<file path="src/rtl/sdram_cmd_issuer.sv">
// SDRAM command issuer: registered pins, global hold-off counter.
// Define SDRAM_ROW_TRACK_EN for per-bank open-row checking.
module sdram_cmd_issuer #(
  parameter int BA_W  = 2,
  parameter int ROW_W = 13,
  parameter int COL_W = 9,
  parameter int T_RCD = 2,
  parameter int T_RP  = 2,
  parameter int T_RFC = 7,
  parameter int T_WR  = 2,
  parameter int T_MRD = 2,
  parameter int ADDR_W = BA_W + ROW_W + COL_W
) (
  input  logic              clk,
  input  logic              rst,
  input  logic              cmd_valid,
  output logic              cmd_ready,
  input  logic [2:0]        cmd_op,
  input  logic [ADDR_W-1:0] cmd_addr,
  output logic              sdram_cke,
  output logic              sdram_cs_n,
  output logic              sdram_ras_n,
  output logic              sdram_cas_n,
  output logic              sdram_we_n,
  output logic [BA_W-1:0]   sdram_ba,
  output logic [ROW_W-1:0]  sdram_addr,
  output logic              busy,
  output logic              err_cmd
);

  localparam int CNT_W = 8;
  localparam int NB = 1 << BA_W;
  localparam logic [ROW_W-1:0] A10 = ROW_W'(1 << 10);

  localparam logic [2:0] OP_NOP  = 3'd0;
  localparam logic [2:0] OP_ACT  = 3'd1;
  localparam logic [2:0] OP_RD   = 3'd2;
  localparam logic [2:0] OP_WR   = 3'd3;
  localparam logic [2:0] OP_PRE  = 3'd4;
  localparam logic [2:0] OP_PALL = 3'd5;
  localparam logic [2:0] OP_REF  = 3'd6;
  localparam logic [2:0] OP_LMR  = 3'd7;

  logic             cke_r;
  logic [CNT_W-1:0] cnt;
  logic [BA_W-1:0]  bank;
  logic [ROW_W-1:0] row;
  logic [COL_W-1:0] col;
  logic [ROW_W-1:0] col_a;
  logic             accept;
  logic             bad;
  logic             issue;

  logic [3:0]       pin_n;
  logic [BA_W-1:0]  ba_n;
  logic [ROW_W-1:0] addr_n;
  logic [CNT_W-1:0] ld;

  assign {bank, row, col} = cmd_addr;
  assign col_a = ROW_W'(col) & ~A10;
  assign cmd_ready = cke_r && (cnt == '0);
  assign busy = (cnt != '0);
  assign accept = cmd_valid && cmd_ready;
  assign issue = accept && !bad;
  assign sdram_cke = cke_r;

`ifdef SDRAM_ROW_TRACK_EN
  logic [NB-1:0]    open_q;
  logic [ROW_W-1:0] row_q [NB];
  logic             err_r;

  always_comb begin
    bad = 1'b0;
    unique case (cmd_op)
      OP_ACT:        bad = open_q[bank];
      OP_RD, OP_WR:  bad = !open_q[bank] || (row_q[bank] != row);
      OP_REF, OP_LMR: bad = |open_q;
      default:       bad = 1'b0;
    endcase
  end

  always_ff @(posedge clk) begin
    if (rst) begin
      open_q <= '0;
      err_r  <= 1'b0;
    end else begin
      err_r <= accept && bad;
      if (issue) begin
        unique case (cmd_op)
          OP_ACT:  open_q[bank] <= 1'b1;
          OP_PRE:  open_q[bank] <= 1'b0;
          OP_PALL: open_q <= '0;
          default: ;
        endcase
      end
    end
  end

  // Row contents only matter while the bank flag is set.
  always_ff @(posedge clk) begin
    if (issue && cmd_op == OP_ACT)
      row_q[bank] <= row;
  end

  assign err_cmd = err_r;
`else
  assign bad = 1'b0;
  assign err_cmd = 1'b0;
`endif

  always_comb begin
    pin_n  = 4'b0111;
    ba_n   = '1;
    addr_n = '1;
    ld     = '0;
    if (issue) begin
      unique case (cmd_op)
        OP_ACT: begin
          pin_n = 4'b0011; ba_n = bank; addr_n = row;
          ld = CNT_W'(T_RCD - 1);
        end
        OP_RD: begin
          pin_n = 4'b0101; ba_n = bank; addr_n = col_a;
        end
        OP_WR: begin
          pin_n = 4'b0100; ba_n = bank; addr_n = col_a;
          ld = CNT_W'(T_WR - 1);
        end
        OP_PRE: begin
          pin_n = 4'b0010; ba_n = bank; addr_n = '0;
          ld = CNT_W'(T_RP - 1);
        end
        OP_PALL: begin
          pin_n = 4'b0010; addr_n = A10;
          ld = CNT_W'(T_RP - 1);
        end
        OP_REF: begin
          pin_n = 4'b0001;
          ld = CNT_W'(T_RFC - 1);
        end
        OP_LMR: begin
          pin_n = 4'b0000; ba_n = '0;
          addr_n = cmd_addr[ROW_W-1:0];
          ld = CNT_W'(T_MRD - 1);
        end
        default: ;
      endcase
    end
  end

  always_ff @(posedge clk) begin
    if (rst) begin
      cke_r <= 1'b0;
      cnt   <= '0;
      {sdram_cs_n, sdram_ras_n, sdram_cas_n, sdram_we_n} <= 4'b1111;
      sdram_ba   <= '1;
      sdram_addr <= '1;
    end else begin
      cke_r <= 1'b1;
      {sdram_cs_n, sdram_ras_n, sdram_cas_n, sdram_we_n} <= pin_n;
      sdram_ba   <= ba_n;
      sdram_addr <= addr_n;
      if (issue)
        cnt <= ld;
      else if (cnt != '0)
        cnt <= cnt - 1'b1;
    end
  end

endmodule

</file>
<file path="config.mk">
export PLATFORM = sky130hd
export DESIGN_NAME = sdram_cmd_issuer
export DESIGN_NICKNAME = d
export VERILOG_FILES = /design/src/rtl/sdram_cmd_issuer.sv
export SDC_FILE = /design/constraint.sdc
export NUM_CORES = 1
export LEC_CHECK = 0
export CAP_MARGIN = 30
export CORE_MARGIN = 4
export CORE_UTILIZATION = 35
export DETAILED_ROUTE_END_ITERATION = 10
export PLACE_DENSITY_LB_ADDON = 0.15
export SYNTH_ARGS = -nofsm -noshare
export SYNTH_HDL_FRONTEND = slang
export SYNTH_SLANG_ARGS = --single-unit
</file>
<file path="constraint.sdc">
create_clock -name clk -period 2.3 [get_ports clk]
set_input_delay 0.46 -clock clk [delete_from_list [all_inputs] [get_ports clk]]
set_output_delay 0.46 -clock clk [all_outputs]
set_load 0.05 [all_outputs]
</file>
# After elaboration in Yosys (flattened, before gate mapping)
# Index checks and enable logic that the tools add are counted.
dict set report word_totals {
  register_bits 28
}
dict set report classes {
  add_sub_neg 1
  eq_ne 7
  muxes 8
  n_bitwise 1
  reduce_logical 10
}
# cell n
set op_table {}
lappend op_table {{13-bit one-hot mux with 5 select lines} 1}
lappend op_table {{3-bit one-hot mux with 6 select lines} 1}
lappend op_table {{8-bit two-way mux} 2}
lappend op_table {{3-bit equality test, second input constant} 4}
lappend op_table {{8-bit logical NOT} 1}
lappend op_table {{8-bit nonzero test} 1}
lappend op_table {{8-bit by 1-bit subtractor with 8-bit output, second input constant} 1}
lappend op_table {{3-bit by 2-bit equality test with 1-bit output, second input constant} 2}
lappend op_table {{3-bit one-hot mux with 2 select lines} 1}
lappend op_table {{2-bit OR reduction} 3}
lappend op_table {{5-bit OR reduction} 1}
lappend op_table {{4-bit two-way mux} 1}
lappend op_table {{2-bit one-hot mux with 2 select lines} 1}
lappend op_table {{4-bit OR reduction} 1}
lappend op_table {{3-bit by 1-bit equality test with 1-bit output, second input constant} 1}
lappend op_table {{1-bit logical AND} 2}
lappend op_table {{2-bit nonzero test} 1}
lappend op_table {{1-bit two-way mux} 1}
lappend op_table {{1-bit inverter} 1}

# Depth between registers and ports, before layout
dict set report depth {
  ltp_word 5
  ltp_mapped 6
  depth_no_buf 6
}

# Least setup slack after synthesis
# OpenSTA, ideal clock, no wires.
dict set report synth_path {
  path_kind {register -> output}
  startpoint {reg cnt[0]}
  endpoint {out cmd_ready}
  arrival_ps 1548
  required_ps 1840
  setup_slack_ps 292
  path_stages_with_launch 5
  path_buffers 0
  path_cell_list {dfxtp_1 inv_1 ha_1 nor3b_1 and3_1}
}
dict set report synth_via {
  elab_chain_cells 2
}
# element line_no
set synth_rtl {}
lappend synth_rtl {{start, declared} 45} ;# logic [CNT_W-1:0] cnt;
lappend synth_rtl {{start signal, assigned} 164} ;# cnt <= ld;
lappend synth_rtl {{start signal, assigned} 166} ;# cnt <= cnt - 1'b1;
lappend synth_rtl {{8-bit logical NOT} 61} ;# assign cmd_ready = cke_r && (cnt == '0);
lappend synth_rtl {{1-bit logical AND} 61}
lappend synth_rtl {{end, declared} 17} ;# output logic cmd_ready,
# Every way passes these cells.

# Worst setup path after layout
dict set report layout_path {
  startpoint {reg cnt[0]}
  endpoint {out busy}
}
dict set report layout_via {
  elab_chain_cells 1
}
# element line_no
set layout_rtl {}
lappend layout_rtl {{8-bit nonzero test} 62} ;# assign busy = (cnt != '0);
lappend layout_rtl {{end, declared} 27} ;# output logic busy,
# Every way passes these cells.

==> impl_metrics.csv <==
group,metric,value,unit
floorplanning,rows,21,
floorplanning,die_w,68.03,um
run,drv_cap,0,
sta,setup_viol,0,
cts,cts_buffers,3,
cts,clk_latency,330,ps
yosys,yosys.area.top_type,"dfxtp_1",
min_path,min_to,"cnt[4]",
critical_path,startpoint_type,"flop",
sta,hold_viol,0,
critical_path,timing.rr.end,"cnt[5]",
cts,cts_num_sinks,28,
min_path,hold_class,"reg -> reg",
sta,skew,2.048,ps
sta,period_share,0.9696,
yosys,synth_top_area_share,0.4444,
yosys,synth_common_cells,"28 x dfxtp_1, 22 x o21ai_0, 11 x nand3_1, 7 x a21oi_1, 7 x clkbuf_1",
floorplanning,core,3416,sq um
route,wire_per_inst,14.69,um
critical_path,crit_required,1840,ps
cts,path_clk_slew,160,ps
cts,cts_tree,"built",
sta,min_period,2230,ps
global_route,gr-total-overflow,0,
min_path,hold_path_depth,2,
min_path,min_from,"cnt[4]",
global_route,grt_max_degree,17,
yosys,synth_most_common_cell,"dfxtp_1",
floorplanning,num_io_pins,53,
place,placed_cells,241,
global_route,grt_pass1_vias,1245,
critical_path,cp_slowest_cell,"or3b_4",
place,gp_congestion,0.8527,
cts,cts_root_buf,"clkbuf_4",
critical_path,worst_path_largest_cell_delay,410,ps
yosys,synth.net_count,177,
place,post-place-ws,245.8,ps
place,hpwl,2666,um
route,via_per_inst,5.222,
critical_path,ff2ff_path_depth,4,
critical_path,arrival,1770,ps
sta,finalSetupTns,0,ps
critical_path,end_kind,"output pin",
route,post-route-drc-count,0,
critical_path,path_class,"reg -> out",
global_route,track_usage,0.1613,
sta,whs,550.5,ps
sta,rsz0062_at_grt,"false",
route,routed-via-count,1295,
route,wl,3643,um
global_route,antenna_found_initial,0,
finish,nets,235,
power,leakage,0.7375,nW
critical_path,regToRegSetupSlack,610,ps
route,drt_first_iter_violations,103,
sta,slew_headroom,0.5570,
yosys,async_flop_share,0,
finish,area_delta_synth_final,55.46,%
finish,drive_above_1_share,0.1436,
place,port_buffers,51,
yosys,synthDistinctLibCells,41,
yosys,yosysWarnings,0,
critical_path,crit_fanout,6,
yosys,netlist_instances,145,
cts,cts-htree-levels,1,
power,peakVddDrop,943.5,uV
outcome,status,"finished, final reports clean",
floorplanning,die_y,68.03,um
critical_path,r2r-start,"cnt[1]",
yosys,synth-edff-count,0,
sta,timing.fmax,448.4,MHz
finish,fillCellCount,313,
floorplanning,start_util,0.3692,
finish,antenna_cells,0,
yosys,seq_area_frac_synth,0.4444,
yosys,synthesis.area,1261,sq um
power,power_density,1053,nW/um^2
power,p_total,0.002065,W
route,dr.pass1.iters,4,
cts,clockBufferDepth,2,
yosys,avgSynthCellArea,8.698,sq um
finish,final_cells,248,
yosys,ys_top_cells_by_area,"dfxtp_1 44%, o21ai_0 8.7%, nand3_1 4.4%",
sta,slew_violations,0,
yosys,synth_seq_cells,28,
critical_path,crit_chain,"inv_1 -> ha_4 -> or3b_4 -> nor2_4 -> inv_2 -> buf_4",
sta,worst_slack,69.86,ps
floorplanning,die-area,4628,sq um
route,postRouteAntennaNets,0,
yosys,synthFlopType,"dfxtp_1",
sta,worstMarginPinSlew,662.0,ps
global_route,grt_pass1_wl,5720,um
worst max-delay path by stage:
stage | start | to | cells past startpoint
floorplan | cnt[0] | cmd_ready | 4
global placement | cnt[0] | busy | 6
detailed placement | cnt[0] | busy | 6
CTS | cnt[0] | busy | 6
global route | cnt[0] | busy | 6
finish | cnt[0] | busy | 6
per-layer routing:
layer  vias to the layer above  share of wire  track usage
li1                        639              -            -
met1                       600           0.44       0.2074
met2                        50           0.47       0.2780
met3                         6          0.072      0.02135
met4                         0          0.012      0.04963
met5                         -              0            0
registers in the layout, summed over array words and instances, names as in the netlist:
signal and flops:
sdram_cs_n 1, sdram_ba 2, sdram_cke 1, sdram_addr 13, cnt 8, sdram_ras_n 1
sdram_cas_n 1, sdram_we_n 1
what timing repair did:
action,in CTS,in global routing
setup endpoints to repair,2,2
pin swaps,1,1
hold buffers,0,0
buffers inserted,1,2
resized for setup,3,5
cell families (layout without fill, tap and decap cells):
| family | after synthesis | in the layout | synth area share |
|---|---|---|---|
| buffers and inverters | 16 | 73 | 0.05159 |
| XOR/XNOR | 1 | 1 | 0.006946 |
| adder cells (fa/ha/maj) | 2 | 2 | 0.01984 |
| other | 1 | 1 | 0.002973 |
| AO/OA/AOI/OAI | 46 | 46 | 0.2341 |
| AND/OR/NAND/NOR | 51 | 51 | 0.2401 |
| flip-flops | 28 | 28 | 0.4444 |
layout by cell type, fill, tap and decap left out, types with 2 or more instances in the layout:
cell	count
a21oi_1	7
a221o_1	3
and3_1	2
buf_4	12
clkbuf_4	3
clkdlybuf4s50_1	49
dfxtp_1	26
dfxtp_4	2
inv_1	6
nand2_1	4
nand2b_1	3
nand3_1	11
nand4_1	2
nor2_1	6
nor2b_1	4
nor3_1	6
o211ai_1	3
o21a_1	3
o21ai_0	22
or4_1	3
worst max-delay path: cells and delay by family (launching register included):
family	cells	cell delay, ps
and+or+nand+nor	2	520
DFF	1	390
buffers and inverters	3	360
adders and majority gates	1	160
area by class of cell:
cell class / instances / area (sq um) / area share
Clock buffer: 3 / 22.52 / 0.01149
Clock inverter: 1 / 30.03 / 0.01532
Inverter: 7 / 26.28 / 0.01340
Multi-Input combinational cell: 101 / 655.6 / 0.3344
Sequential cell: 28 / 568.0 / 0.2897
Tap cell: 46 / 57.56 / 0.02936
Timing Repair Buffer: 62 / 600.6 / 0.3063
power breakdown:
group | internal (W) | leakage (nW) | switching [W] | total [W]
Clock | 0.000176 | 0.0279 | 0.000151 | 0.000327
Sequential | 0.000582 | 0.230 | 0.000108 | 0.000690
Combinational | 0.000485 | 0.480 | 0.000563 | 0.00105
Total | 0.00124 | 0.738 | 0.000822 | 0.00206
metrics by stage:
step           utilization  instance area, sq um
5_1_grt             0.5740                  1961
3_3_place_gp        0.5440                  1858
6_report            0.5740                  1961
3_5_place_dp        0.5440                  1858
2_1_floorplan            -                  1261
4_1_cts             0.5641                  1927
No activity file was read; power rests on OpenSTA's default activity.
